$ cat config.mk
export PLATFORM = sky130hd
export DESIGN_NAME = mem_arbiter
export DESIGN_NICKNAME = d
export VERILOG_FILES = /design/src/rtl/mem_pkg.sv /design/src/rtl/mem_arbiter.sv
export SDC_FILE = /design/constraint.sdc
export NUM_CORES = 1
export LEC_CHECK = 0
export BUFFER_PORTS_ARGS = -buffer_cell sky130_fd_sc_hd__buf_4
export CELL_PAD_IN_SITES_DETAIL_PLACEMENT = 0
export CELL_PAD_IN_SITES_GLOBAL_PLACEMENT = 1
export CORE_AREA = 4 4 78 99
export CTS_BUF_LIST = sky130_fd_sc_hd__clkbuf_4 sky130_fd_sc_hd__clkbuf_8
export DETAILED_ROUTE_END_ITERATION = 10
export DIE_AREA = 0 0 82 103
export GPL_ROUTABILITY_DRIVEN = 0
export PLACE_DENSITY = 0.95
export SYNTH_ARGS = -nofsm -noshare
export SYNTH_HDL_FRONTEND = slang
export SYNTH_SLANG_ARGS = --single-unit
$ cat constraint.sdc
create_clock -name clock -period 3.2 [get_ports clock]
set_input_delay 0.64 -clock clock [delete_from_list [all_inputs] [get_ports clock]]
set_output_delay 0.64 -clock clock [all_outputs]
set_load 0.03 [all_outputs]
$ cat src/rtl/mem_pkg.sv
// Shared types and constants for the CPU/DMA memory arbiter.
package mem_pkg;
  localparam int ADDR_W = 20;
  localparam int DATA_W = 8;

  localparam logic OWN_CPU = 1'b0;
  localparam logic OWN_DMA = 1'b1;

  typedef enum logic [1:0] {
    IDLE = 2'd0,
    ACC  = 2'd1,
    WAIT = 2'd2,
    RESP = 2'd3
  } state_t;

  typedef struct packed {
    logic [ADDR_W-1:0] address;
    logic [DATA_W-1:0] out;
    logic              wren;
  } req_t;
endpackage

$ cat src/rtl/mem_arbiter.sv
// Serialises CPU and DMA byte accesses onto one synchronous RAM bus.
// Fixed 4-cycle access (IDLE, ACC, WAIT, RESP); DMA bursts bounded so the CPU is never starved.
module mem_arbiter
  import mem_pkg::*;
#(
  parameter int DMA_BURST = 4
) (
  input  logic              clock,
  input  logic              reset,
  input  logic              cpu_req,
  input  logic [ADDR_W-1:0] cpu_address,
  input  logic [DATA_W-1:0] cpu_out,
  input  logic              cpu_wren,
  output logic              cpu_ready,
  output logic [DATA_W-1:0] cpu_data,
  input  logic              dma_req,
  input  logic [ADDR_W-1:0] dma_address,
  input  logic [DATA_W-1:0] dma_out,
  input  logic              dma_wren,
  output logic              dma_ready,
  output logic [DATA_W-1:0] dma_data,
  output logic [ADDR_W-1:0] mem_address,
  output logic [DATA_W-1:0] mem_out,
  output logic              mem_wren,
  input  logic [DATA_W-1:0] mem_data
);
  state_t     state, state_nxt;
  logic       owner;
  logic       wren_q;
  logic [3:0] burst_cnt;
  logic       grant;
  logic       cpu_wins;
  req_t       win;

  // CPU wins when DMA is absent or has used up its burst allowance.
  always_comb begin
    cpu_wins = cpu_req && (!dma_req || (burst_cnt == 4'(DMA_BURST)));
    grant    = (state == IDLE) && (cpu_req || dma_req);
    if (cpu_wins) begin
      win.address = cpu_address;
      win.out     = cpu_out;
      win.wren    = cpu_wren;
    end else begin
      win.address = dma_address;
      win.out     = dma_out;
      win.wren    = dma_wren;
    end
  end

  always_comb begin
    state_nxt = state;
    unique case (state)
      IDLE:    if (cpu_req || dma_req) state_nxt = ACC;
      ACC:     state_nxt = WAIT;
      WAIT:    state_nxt = RESP;
      RESP:    state_nxt = IDLE;
      default: state_nxt = IDLE;
    endcase
  end

  always_ff @(posedge clock or posedge reset) begin
    if (reset) state <= IDLE;
    else       state <= state_nxt;
  end

  always_ff @(posedge clock or posedge reset) begin
    if (reset) begin
      mem_address <= '0;
      mem_out     <= '0;
      mem_wren    <= 1'b0;
      cpu_ready   <= 1'b0;
      dma_ready   <= 1'b0;
      cpu_data    <= '0;
      dma_data    <= '0;
      owner       <= OWN_CPU;
      wren_q      <= 1'b0;
      burst_cnt   <= '0;
    end else begin
      cpu_ready <= 1'b0;
      dma_ready <= 1'b0;
      mem_wren  <= 1'b0;
      if (grant) begin
        mem_address <= win.address;
        mem_out     <= win.out;
        mem_wren    <= win.wren;
        wren_q      <= win.wren;
        owner       <= cpu_wins ? OWN_CPU : OWN_DMA;
        if (cpu_wins)     burst_cnt <= '0;
        else if (cpu_req) burst_cnt <= burst_cnt + 4'd1;
      end
      // RAM read data is valid during WAIT; writes keep the previous read value.
      if (state == WAIT) begin
        if (owner == OWN_CPU) begin
          cpu_ready <= 1'b1;
          if (!wren_q) cpu_data <= mem_data;
        end else begin
          dma_ready <= 1'b1;
          if (!wren_q) dma_data <= mem_data;
        end
      end
    end
  end
endmodule

==> results of run 1 <==
area by class of cell:
class	instances	area, um^2	area share
flip-flops and latches	55	1380	0.383
repair buffers	120	901	0.251
clock inverters	2	12.5	0.00348
well taps	90	113	0.0314
clock buffers	6	76.3	0.0213
inverters	7	26.3	0.00732
multi-input cells	167	1090	0.302
sequential cells by signal (all words and copies together) (netlist names), 2 cells and up:
| register | flops |
|---|---|
| dma_data | 8 |
| state | 2 |
| mem_out | 8 |
| cpu_data | 8 |
| burst_cnt | 4 |
| mem_address | 20 |
per-layer routing:
metal	routed length (um)	up-vias
met5	0	-
met3	549	4
met4	42	0
li1	-	1108
met1	2630	1074
met2	3500	88
cell usage in the layout (no fill, tap or decap), drive strengths merged:
cell	instances
a21o	2
o21ai	4
nor2b	1
buf	120
clkinv	1
nor3b	2
nand4	29
dfrtp	55
o211ai	28
ha	5
a21oi	1
and2	1
and3b	2
nand3b	1
inv	7
o311ai	1
nand3	3
o2111ai	1
mux2	17
clkinvlp	1
nand2	61
nand4b	1
nand2b	1
nor4	2
a32o	1
clkbuf	6
o21a	1
nor3	1
mux2i	1
path summary, 6_finish.rpt:
check,endpoint,slack [ns],cells past startpoint
setup reg to reg,state[1]$_DFFE_PP0P_,1.10,5
min in group asynchronous,burst_cnt[3]$_DFFE_PP0P_,0.63,2
setup / recovery,state[1]$_DFFE_PP0P_,1.10,5
hold / removal,mem_out[2]$_DFFE_PP0P_,0.51,2
hold reg to reg,mem_out[2]$_DFFE_PP0P_,0.51,2
max in group asynchronous,cpu_data[6]$_DFFE_PP0P_,1.89,2
per-stage QoR:
stage                      util  setup slack (ns)  area, um^2
after global routing      0.528             0.914        3590
after global placement    0.515              1.10        3500
after floorplan               -              1.22        2600
after detailed placement  0.515              1.05        3500
final                     0.528              1.10        3590
after CTS                 0.528              1.10        3590
power by group:
group	internal [mW]	total (mW)	switching, mW
clock	0.162	0.378	0.216
sequential	1.03	1.23	0.199
combinational	0.769	1.91	1.14
cells by family (layout without fill, tap and decap cells):
| logic type | count (synthesis) | in the layout | synth area share |
|---|---|---|---|
| mux | 18 | 18 | 0.0776 |
| fa+ha+maj | 5 | 5 | 0.0241 |
| simple gates | 105 | 105 | 0.201 |
| compound gates | 39 | 39 | 0.114 |
| flops | 55 | 55 | 0.530 |
| buf+inv | 28 | 135 | 0.0535 |
critical path, delay by kind of cell (launching register included):
family                   cells  cell delay, ns
adder cells (fa/ha/maj)      1            0.42
AND/OR/NAND/NOR              1            0.36
multiplexers                 1            0.37
flip-flops                   1            0.37
buffers and inverters        2            0.48
==> impl_results.md, run 1 <==
* Status: finished clean
* Syn Nets at between 300 and 400
* Top post-synthesis cells by count: nand2_1 (61), dfrtp_1 (55), nand4_1 (29), o211ai_1 (28), mux2_2 (17)
* IO buf count at 116
* Crit path max fanout at 28
* Cell count after placement at 439
* Layout cells sized above 1 at 0.417
* DP Wirelength at just over 5000 um
* Most common cell in the netlist: nand2_1
* Global-route wire length before repair at 10500 um
* WP data required at between 3 and 4 ns
* Area Overhead vs Synth at 38.2%
* Met1 usage at 0.191
* Yosys top cell area share at 0.530
* GR Layer Usage met2 at 0.287
* Largest net degree at the start of global routing at 56
* Leak pwr at 1.69 nW
* Netlist cell types at 31
* Post-synthesis sequential area ratio at 0.530
* Initial antenna violation count at 0
* Die Width at roughly 82 um
* Core footprint at between 0.006 and 0.007 mm^2
* Total number of vias at 2274
* Pre-antenna DRT Iters at 7
* RSZ-0062 raised after global routing: no
* Non-Filler Instances at between 400 and 500
* Fin crit period at approximately 2.1 ns
* DIE AREA at about 0.0084 mm^2
* Insertion delay to the later sink of the worst-skew pair at around 0.3 ns
* CTS clk-pin slew, worst paths at about 0.10 ns
* TritonCTS clock tree: yes
* Vias per cell at 5.09
* Clock skew at 0.00993 ns
* PostCTS Resize Cnt at 0
* Nets at between 400 and 500
* Postcts setup bufs at 0
* RR Startpoint: state[0]$_DFFE_PP0P_
* Ys async rst share at 1.00
* Hold Worst Slack at between 0.5 and 0.6 ns
* Crit Path Category: reg -> reg
* Peak VDD IR at between 400 and 500 uV
* CTS sink cnt at 55
* Worst-margin pin slew at roughly 1.1 ns
* Tot Pwr at between 3 and 4 mW
* Grt ovf at 0
* Setup TNS at 0 ns
* GRT Max-Usage Layer: met2
* Hold buffers post-CTS at 0
* Final hold violation count at 0
* Finish-stage setup viols at 0
* DR iter-0 viols at 130
* Number of enable flip-flop cells after synthesis at 0
* Clock buffer depth at 2
* CP max stage cell: ha_1
* Clock root cell: clkbuf_8
* Top FF cell, synth: dfrtp_1
* Synthesis-stage register bit count at 55
* Final-layout fill cell count at ~630
* Post-Syn Area at roughly 0.0026 mm^2
* Drt drc at 0
* Routed wire length at 6720 um
* Top cells by area, synth: dfrtp_1 (53%), nand2_1 (8.8%), o211ai_1 (8.1%)
* Cts bufs inserted at 5
* CP Launch Type: flop
* Grt met3 use at 0.0402
* Remaining antenna violation count after routing at 0
* Inserted Diodes at 0
* # rows at 34
* Period utilisation layout at 0.656
* GRT Total Usage at 0.160
* CTS H-tree lvls at 2
* Vert. Die Dim at ~100 um
* Initial Util at 0.382
* WP data arrival at roughly 2.3 ns
* PwrDens at between 900 and 1000 mW/mm^2
* Crit path capture type: flop
* I/O pin cnt at about 120
* Worst path cell trace: inv_1 -> ha_1 -> buf_4 -> nor3b_1 -> mux2_2
* Routed wire length per instance at 15.0 um
* CP peak stage delay at ~0.42 ns
* Hold WC Path Type: reg -> reg
* Syn_area_per_cell at 10.4 um^2
* Normalized max-slew margin at 0.254
* Warning count from the yosys run at 0
* Yosys top cell by area: dfrtp_1
* Pins over their slew limit at 0
* Hold_sp: mem_out[2]$_DFFE_PP0P_
* Max-cap violations at 0
* Start point of the critical path: state[0]$_DFFE_PP0P_
* Vias in the first global route at around 2200
* Syn Inst Count at 250
* Fmax at 0.476 GHz
Note: power is estimated with default switching activity, not from simulation.
==> inputs of run 2 (changes only) <==
ABC_AREA = 1   (was unset)
CORE_AREA = 4 4 91 114   (was 4 4 78 99)
DIE_AREA = 0 0 95 118   (was 0 0 82 103)
PLACE_DENSITY = 0.84   (was 0.95)
clock period = 1.9 ns   (was 3.2 ns; I/O delays follow)
==> impl_results.md, run 2 <==
* Ys async rst share at 1.00 (unchanged)
* Crit path capture type: flop (unchanged)
* WP data arrival at 1.80 ns (was 2.30 ns)
* Remaining antenna violation count after routing at 0 (unchanged)
* Hold buffers post-CTS at 0 (unchanged)
* Fin area at 0.00390 mm^2 (was 0.00359 mm^2)
* Most frequent cells in the layout: buf_4 (122), nand2_1 (111), inv_1 (75), nand3_1 (63), dfrtp_1 (55) (was buf_4 (120), nand2_1 (61), dfrtp_1 (55), nand4_1 (29), o211ai_1 (28))
* Warning count from the yosys run at 0 (unchanged)
* Finish-stage setup viols at 0 (unchanged)
* Post-synthesis sequential area ratio at 0.486 (was 0.530)
* Fmax at 0.620 GHz (was 0.476 GHz)
* Synthesis-stage register bit count at 55 (unchanged)
* RR Startpoint: state[0]$_DFFE_PP0P_ (unchanged)
* Syn_area_per_cell at 7.74 um^2 (was 10.4 um^2)
* Total number of vias at 2605 (was 2274)
* Yosys top cell area share at 0.486 (was 0.530)
* Vert. Die Dim at 118 um (was 103 um)
* IO buf count at 116 (unchanged)
* Max-cap violations at 0 (unchanged)
* Fin crit period at 1.61 ns (was 2.10 ns)
* Max reg flops at 20 (unchanged)
* Final hold violation count at 0 (unchanged)
* Grt ovf at 0 (unchanged)
* Delay-heaviest family, CP: simple AND/OR/NAND/NOR gates (was buffers and inverters)
* Top FF cell, synth: dfrtp_1 (unchanged)
* Post-Syn Area at 0.00283 mm^2 (was 0.00260 mm^2)
* Initial Util at 0.309 (was 0.382)
* Top cells by area, synth: dfrtp_1 (49%), nand2_1 (15%), nand3_1 (11%) (was dfrtp_1 (53%), nand2_1 (8.8%), o211ai_1 (8.1%))
* CTS clk-pin slew, worst paths at 0.10 ns (about the same)
* Most common cell in the netlist: nand2_1 (unchanged)
* Final-layout fill cell count at 985 (was 626)
* Insertion delay to the later sink of the worst-skew pair at 0.31 ns (was 0.30 ns)
* WP data required at 2.09 ns (was 3.40 ns)
* # rows at 39 (was 34)
* Crit path max fanout at 16 (was 28)
* PostCTS Resize Cnt at 0 (unchanged)
* Commonest non-fill, non-tap cell in the layout: buf_4 (unchanged)
* CP Launch Type: flop (unchanged)
* Syn Inst Count at 366 (was 250)
* Routed wire length at 7270 um (was 6720 um)
* Cts bufs inserted at 5 (unchanged)
* Pins over their slew limit at 0 (unchanged)
* Yosys top cell by area: dfrtp_1 (unchanged)
* Crit Path Category: reg -> reg (unchanged)
* DR iter-0 viols at 85 (was 130)
* Clock buffer depth at 2 (unchanged)
* DP Wirelength at 5560 um (was 5060 um)
* CP max stage cell: or2_1 (was ha_1)
* Area Overhead vs Synth at 37.6% (was 38.2%)
* Hold WC Path Type: in -> async (was reg -> reg)
* Leak pwr at 2.31 nW (was 1.69 nW)
* Syn Nets at 441 (was 325)
* Top post-synthesis cells by count: nand2_1 (111), inv_1 (76), nand3_1 (63), dfrtp_1 (55), o21ai_0 (13) (was nand2_1 (61), dfrtp_1 (55), nand4_1 (29), o211ai_1 (28), mux2_2 (17))
* I/O pin cnt at 117 (unchanged)
* Layout cells sized above 1 at 0.305 (was 0.417)
* Setup TNS at 0 ns (unchanged)
* Start point of the critical path: state[0]$_DFFE_PP0P_ (unchanged)
* Routed wire length per instance at 12.1 um (was 15.0 um)
* Netlist cell types at 20 (was 31)
* Placed cell areas at 0.00378 mm^2 (was 0.00350 mm^2)
* RSZ-0062 raised after global routing: no (unchanged)
* Vias per cell at 4.33 (was 5.09)
* Normalized max-slew margin at 0.525 (was 0.254)
* Clock root cell: clkbuf_8 (unchanged)
* Vias in the first global route at 2557 (was 2245)
* Peak VDD IR at 599 uV (was 417 uV)
* Pre-antenna DRT Iters at 6 (was 7)
* Nets at 552 (was 431)
* Most flops, register: mem_address (unchanged)
* Initial antenna violation count at 0 (unchanged)
* Period utilisation layout at 0.849 (was 0.656)
* DIE AREA at 0.0112 mm^2 (was 0.00845 mm^2)
* Register Area at 0.00138 mm^2 (unchanged)
* Clock skew at 0.00886 ns (was 0.00993 ns)
* GRT Total Usage at 0.131 (was 0.160)
* Global-route wire length before repair at 12000 um (was 10500 um)
* CTS H-tree lvls at 2 (unchanged)
* Inserted Diodes at 0 (unchanged)
* Postcts setup bufs at 0 (unchanged)
* Largest net degree at the start of global routing at 34 (was 56)
* Number of enable flip-flop cells after synthesis at 0 (unchanged)
* CTS sink cnt at 55 (unchanged)
* PwrDens at 1570 mW/mm^2 (was 978 mW/mm^2)
* Drt drc at 0 (unchanged)
* Area of the multi-input gates at 0.00103 mm^2 (was 0.00109 mm^2)
* Status: finished clean (unchanged)
* Buf/Inv on CP at 1 (was 2)
* CP peak stage delay at 0.47 ns (was 0.42 ns)
* Worst path cell trace: inv_1 -> ha_1 -> nand2_1 -> or2_1 -> nand2_1 -> o21ai_2 (was inv_1 -> ha_1 -> buf_4 -> nor3b_1 -> mux2_2)
* Die Width at 95 um (was 82 um)
* TritonCTS clock tree: yes (unchanged)
* Core footprint at 0.00917 mm^2 (was 0.00681 mm^2)
* Worst-margin pin slew at 0.713 ns (was 1.12 ns)
* CP dominant cell by count: nand2_1
## run 2: cell count changes after synthesis, sizes merged, moves of 2 or more
cell    change
nor2        +5
nor3b       -2
o211ai     -28
nand3      +60
nor4        -2
buf         +5
inv        +70
nand4      -27
nand2      +54
mux2       -17
and3b       -2
a21o        -2
clkbuf      -7
o21ai      +18
## run 2: power breakdown
| part | switching, mW | leakage, nW | internal (mW) |
|---|---|---|---|
| Clock | 0.392 | 0.0587 | 0.400 |
| Sequential | 0.346 | 0.676 | 1.74 |
| Combinational | 2.05 | 1.57 | 1.18 |
## run 2: worst reg2reg max path: cells and delay by family, from the launching register on
family | cells | cell delay, ns
compound gates | 1 | 0.07
fa+ha+maj | 1 | 0.22
buf+inv | 1 | 0.11
flops | 1 | 0.37
simple gates | 3 | 0.73
## run 2: logic make-up after synthesis
logic type / Yosys count / synth area share
compound gates: 23 / 0.0552
buf+inv: 96 / 0.151
xor+xnor: 1 / 0.00309
simple gates: 186 / 0.282
flops: 55 / 0.486
fa+ha+maj: 5 / 0.0221
## run 2: path summary, 6_finish.rpt
path | to | slack, ns | depth (start not counted)
setup / recovery | dma_data[1]$_DFFE_PP0P_ | 0.29 | 6
hold / removal | mem_out[4]$_DFFE_PP0P_ | 0.11 | 2
setup reg to reg | dma_data[1]$_DFFE_PP0P_ | 0.29 | 6
hold reg to reg | cpu_ready$_DFF_PP0_ | 0.49 | 1
max in group asynchronous | mem_address[15]$_DFFE_PP0P_ | 1.24 | 3
min in group clock | dma_data[2]$_DFFE_PP0P_ | 0.33 | 3
## run 2: metal layers
metal / up-vias / part of all wire / track usage
met1: 1175 / 0.45 / 0.170
met2: 101 / 0.47 / 0.214
li1: 1321 / - / -
met3: 8 / 0.067 / 0.0301
met5: - / 0 / 0
met4: 0 / 0.015 / 0.0424
## run 2: final cells by class
type	instances	area share
clock buffer	5	0.0177
timing repair buffer	123	0.240
sequential	55	0.353
inverter	77	0.0741
clock inverter	3	0.0122
tap	123	0.0395
multi-input combinational	215	0.263
## run 2: through the flow
stage               setup slack (ns)   util  hold slack, ns  total power [mW]  cells
floorplan                      0.177      -           0.443              4.19    366
global placement               0.309  0.412           0.458              5.32    593
detailed placement             0.258  0.412           0.467              5.38    593
CTS                            0.252  0.425           0.109              6.21    601
global route                   0.135  0.425           0.139              6.59    601
finish                         0.286  0.425           0.106              6.11    601
==> inputs of run 3 (changes only) <==
CORE_AREA = 4 4 86 108   (was 4 4 91 114)
DIE_AREA = 0 0 90 112   (was 0 0 95 118)
PLACE_DENSITY = 0.89   (was 0.84)
clock period = 1.7 ns   (was 1.9 ns; I/O delays follow)
==> impl_results.md, run 3 (synthesis gave the netlist of run 2 again) <==
* Peak VDD IR at 651 uV (was 599 uV)
* Nets at 554 (was 552)
* I/O pin cnt at 117 (unchanged)
* Total number of vias at 2591 (was 2605)
* Status: finished clean (unchanged)
* Pre-antenna DRT Iters at 4 (was 6)
* Inserted Diodes at 0 (unchanged)
* Fin crit period at 1.53 ns (was 1.61 ns)
* Comb power frac at 0.548 (was 0.529)
* RR Startpoint: burst_cnt[0]$_DFFE_PP0P_ (was state[0]$_DFFE_PP0P_)
* WP data arrival at 1.72 ns (was 1.80 ns)
* Normalized max-slew margin at 0.694 (was 0.525)
* Area Overhead vs Synth at 36.0% (was 37.6%)
* Area of the multi-input gates at 0.00104 mm^2 (was 0.00103 mm^2)
* IO buf count at 116 (unchanged)
* Hold buffers post-CTS at 0 (unchanged)
* Core footprint at 0.00819 mm^2 (was 0.00917 mm^2)
* Cts bufs inserted at 5 (unchanged)
* Commonest non-fill, non-tap cell in the layout: buf_4 (unchanged)
* Global-route wire length before repair at 12100 um (was 12000 um)
* RSZ-0062 raised after global routing: no (unchanged)
* Clock root cell: clkbuf_8 (unchanged)
* DP Wirelength at 5520 um (was 5560 um)
* CP max stage cell: dfrtp_1 (was or2_1)
* Vias per cell at 4.50 (was 4.33)
* Remaining antenna violation count after routing at 0 (unchanged)
* Initial Util at 0.346 (was 0.309)
* Pins over their slew limit at 0 (unchanged)
* Register Area at 0.00138 mm^2 (unchanged)
* Routed wire length at 7170 um (was 7270 um)
* Start point of the critical path: burst_cnt[0]$_DFFE_PP0P_ (was state[0]$_DFFE_PP0P_)
* P_int at 3.56 mW (was 3.32 mW)
* # rows at 37 (was 39)
* Postcts setup bufs at 0 (unchanged)
* Leak pwr at 2.29 nW (was 2.31 nW)
* Worst path cell trace: inv_1 -> ha_1 -> nand3_1 -> nand2_2 -> buf_4 -> nand3_1 -> nand3_1 -> nand2_1 (was inv_1 -> ha_1 -> nand2_1 -> or2_1 -> nand2_1 -> o21ai_2)
* Most frequent cells in the layout: buf_4 (124), nand2_1 (111), inv_1 (75), nand3_1 (63), dfrtp_1 (55) (was buf_4 (122), nand2_1 (111), inv_1 (75), nand3_1 (63), dfrtp_1 (55))
* CP dominant cell by count: nand3_1 (was nand2_1)
* Final hold violation count at 0 (unchanged)
* Drt drc at 0 (unchanged)
* Placed cell areas at 0.00375 mm^2 (was 0.00378 mm^2)
* Fmax at 0.655 GHz (was 0.620 GHz)
* GRT Total Usage at 0.144 (was 0.131)
* Max-cap violations at 0 (unchanged)
* DIE AREA at 0.0101 mm^2 (was 0.0112 mm^2)
* CTS sink cnt at 55 (unchanged)
* Final-layout fill cell count at 833 (was 985)
* DR iter-0 viols at 85 (unchanged)
* Clock Power Share at 0.102 (was 0.130)
* Crit path max fanout at 11 (was 16)
* Largest net degree at the start of global routing at 34 (unchanged)
* Seq pwr share at 0.350 (was 0.341)
* Max reg flops at 20 (unchanged)
* Vias in the first global route at 2584 (was 2557)
* Initial antenna violation count at 0 (unchanged)
* Insertion delay to the later sink of the worst-skew pair at 0.30 ns (was 0.31 ns)
* CTS H-tree lvls at 2 (unchanged)
* TritonCTS clock tree: yes (unchanged)
* Layout cells sized above 1 at 0.309 (was 0.305)
* CP Launch Type: flop (unchanged)
* Hold WC Path Type: in -> async (unchanged)
* Worst-margin pin slew at 0.458 ns (was 0.713 ns)
* Finish-stage setup viols at 0 (unchanged)
* Crit path capture type: flop (unchanged)
* Most flops, register: mem_address (unchanged)
* CP peak stage delay at 0.42 ns (was 0.47 ns)
* Vert. Die Dim at 112 um (was 118 um)
* CTS clk-pin slew, worst paths at 0.09 ns (was 0.10 ns)
* Clock skew at 0.00619 ns (was 0.00886 ns)
* Fin area at 0.00385 mm^2 (was 0.00390 mm^2)
* Crit Path Category: reg -> reg (unchanged)
* Clock buffer depth at 2 (unchanged)
* Routed wire length per instance at 12.4 um (was 12.1 um)
* Grt ovf at 0 (unchanged)
* WP data required at 1.89 ns (was 2.09 ns)
* Period utilisation layout at 0.898 (was 0.849)
* PwrDens at 1720 mW/mm^2 (was 1570 mW/mm^2)
* Sw frac at 0.463 (was 0.456)
* Setup TNS at 0 ns (unchanged)
* Sw power at 3.07 mW (was 2.78 mW)
* Die Width at 90 um (was 95 um)
==> run 3: critical path, delay by kind of cell, from the launching register on <==
family / cells / cell delay, ns
and+or+nand+nor: 5 / 0.55
buffers and inverters: 2 / 0.33
adders and majority gates: 1 / 0.14
DFF: 1 / 0.42
==> run 3: through the flow <==
| step | setup slack, ns | total power [mW] | hold WS (ns) | cells | utilization |
|---|---|---|---|---|---|
| floorplan | 0.0171 | 4.68 | 0.443 | 366 | - |
| global placement | 0.203 | 5.93 | 0.419 | 569 | 0.458 |
| detailed placement | 0.123 | 6.02 | 0.415 | 569 | 0.458 |
| CTS | 0.0967 | 6.73 | 0.0804 | 576 | 0.468 |
| global route | 0.0201 | 7.16 | 0.104 | 576 | 0.470 |
| finish | 0.174 | 6.64 | 0.0833 | 576 | 0.470 |
==> run 3: repair_timing <==
action / in CTS / in global routing
resized for setup: 0 / 5
setup endpoints to repair: 0 / 10
hold endpoints to repair: 0 / 0
==> run 3: path summary, 6_finish.rpt <==
path	endpoint	slack (ns)	cells past startpoint
setup / recovery	mem_address[6]$_DFFE_PP0P_	0.17	8
min in group clock	dma_data[5]$_DFFE_PP0P_	0.31	3
setup reg to reg	mem_address[6]$_DFFE_PP0P_	0.17	8
hold reg to reg	cpu_ready$_DFF_PP0_	0.48	1
hold / removal	mem_address[1]$_DFFE_PP0P_	0.08	3
max in group asynchronous	state[0]$_DFFE_PP0P_	1.27	3
==> run 3: power by group through the flow <==
stage | combinational, mW | sequential [mW] | clock [mW]
2_1_floorplan | 1.32 | 3.36 | 0
3_3_place_gp | 3.59 | 2.34 | 0
3_5_place_dp | 3.68 | 2.34 | 0
4_1_cts | 3.68 | 2.33 | 0.720
5_1_grt | 3.99 | 2.41 | 0.764
6_report | 3.64 | 2.32 | 0.680
==> run 3: per-layer routing <==
layer,share of wire,track usage,up-vias
met5,0,0,-
met4,0.0074,0.0378,0
met3,0.055,0.0365,5
met2,0.51,0.252,74
met1,0.43,0.178,1190
li1,-,-,1322
==> run 3: cell type report <==
type                            count  share of cell area
Clock buffer                        5              0.0179
Inverter                           77              0.0757
Clock inverter                      2             0.00357
Multi-Input combinational cell    215               0.270
Timing Repair Buffer              125               0.245
Sequential cell                    55               0.357
Tap cell                           97              0.0315
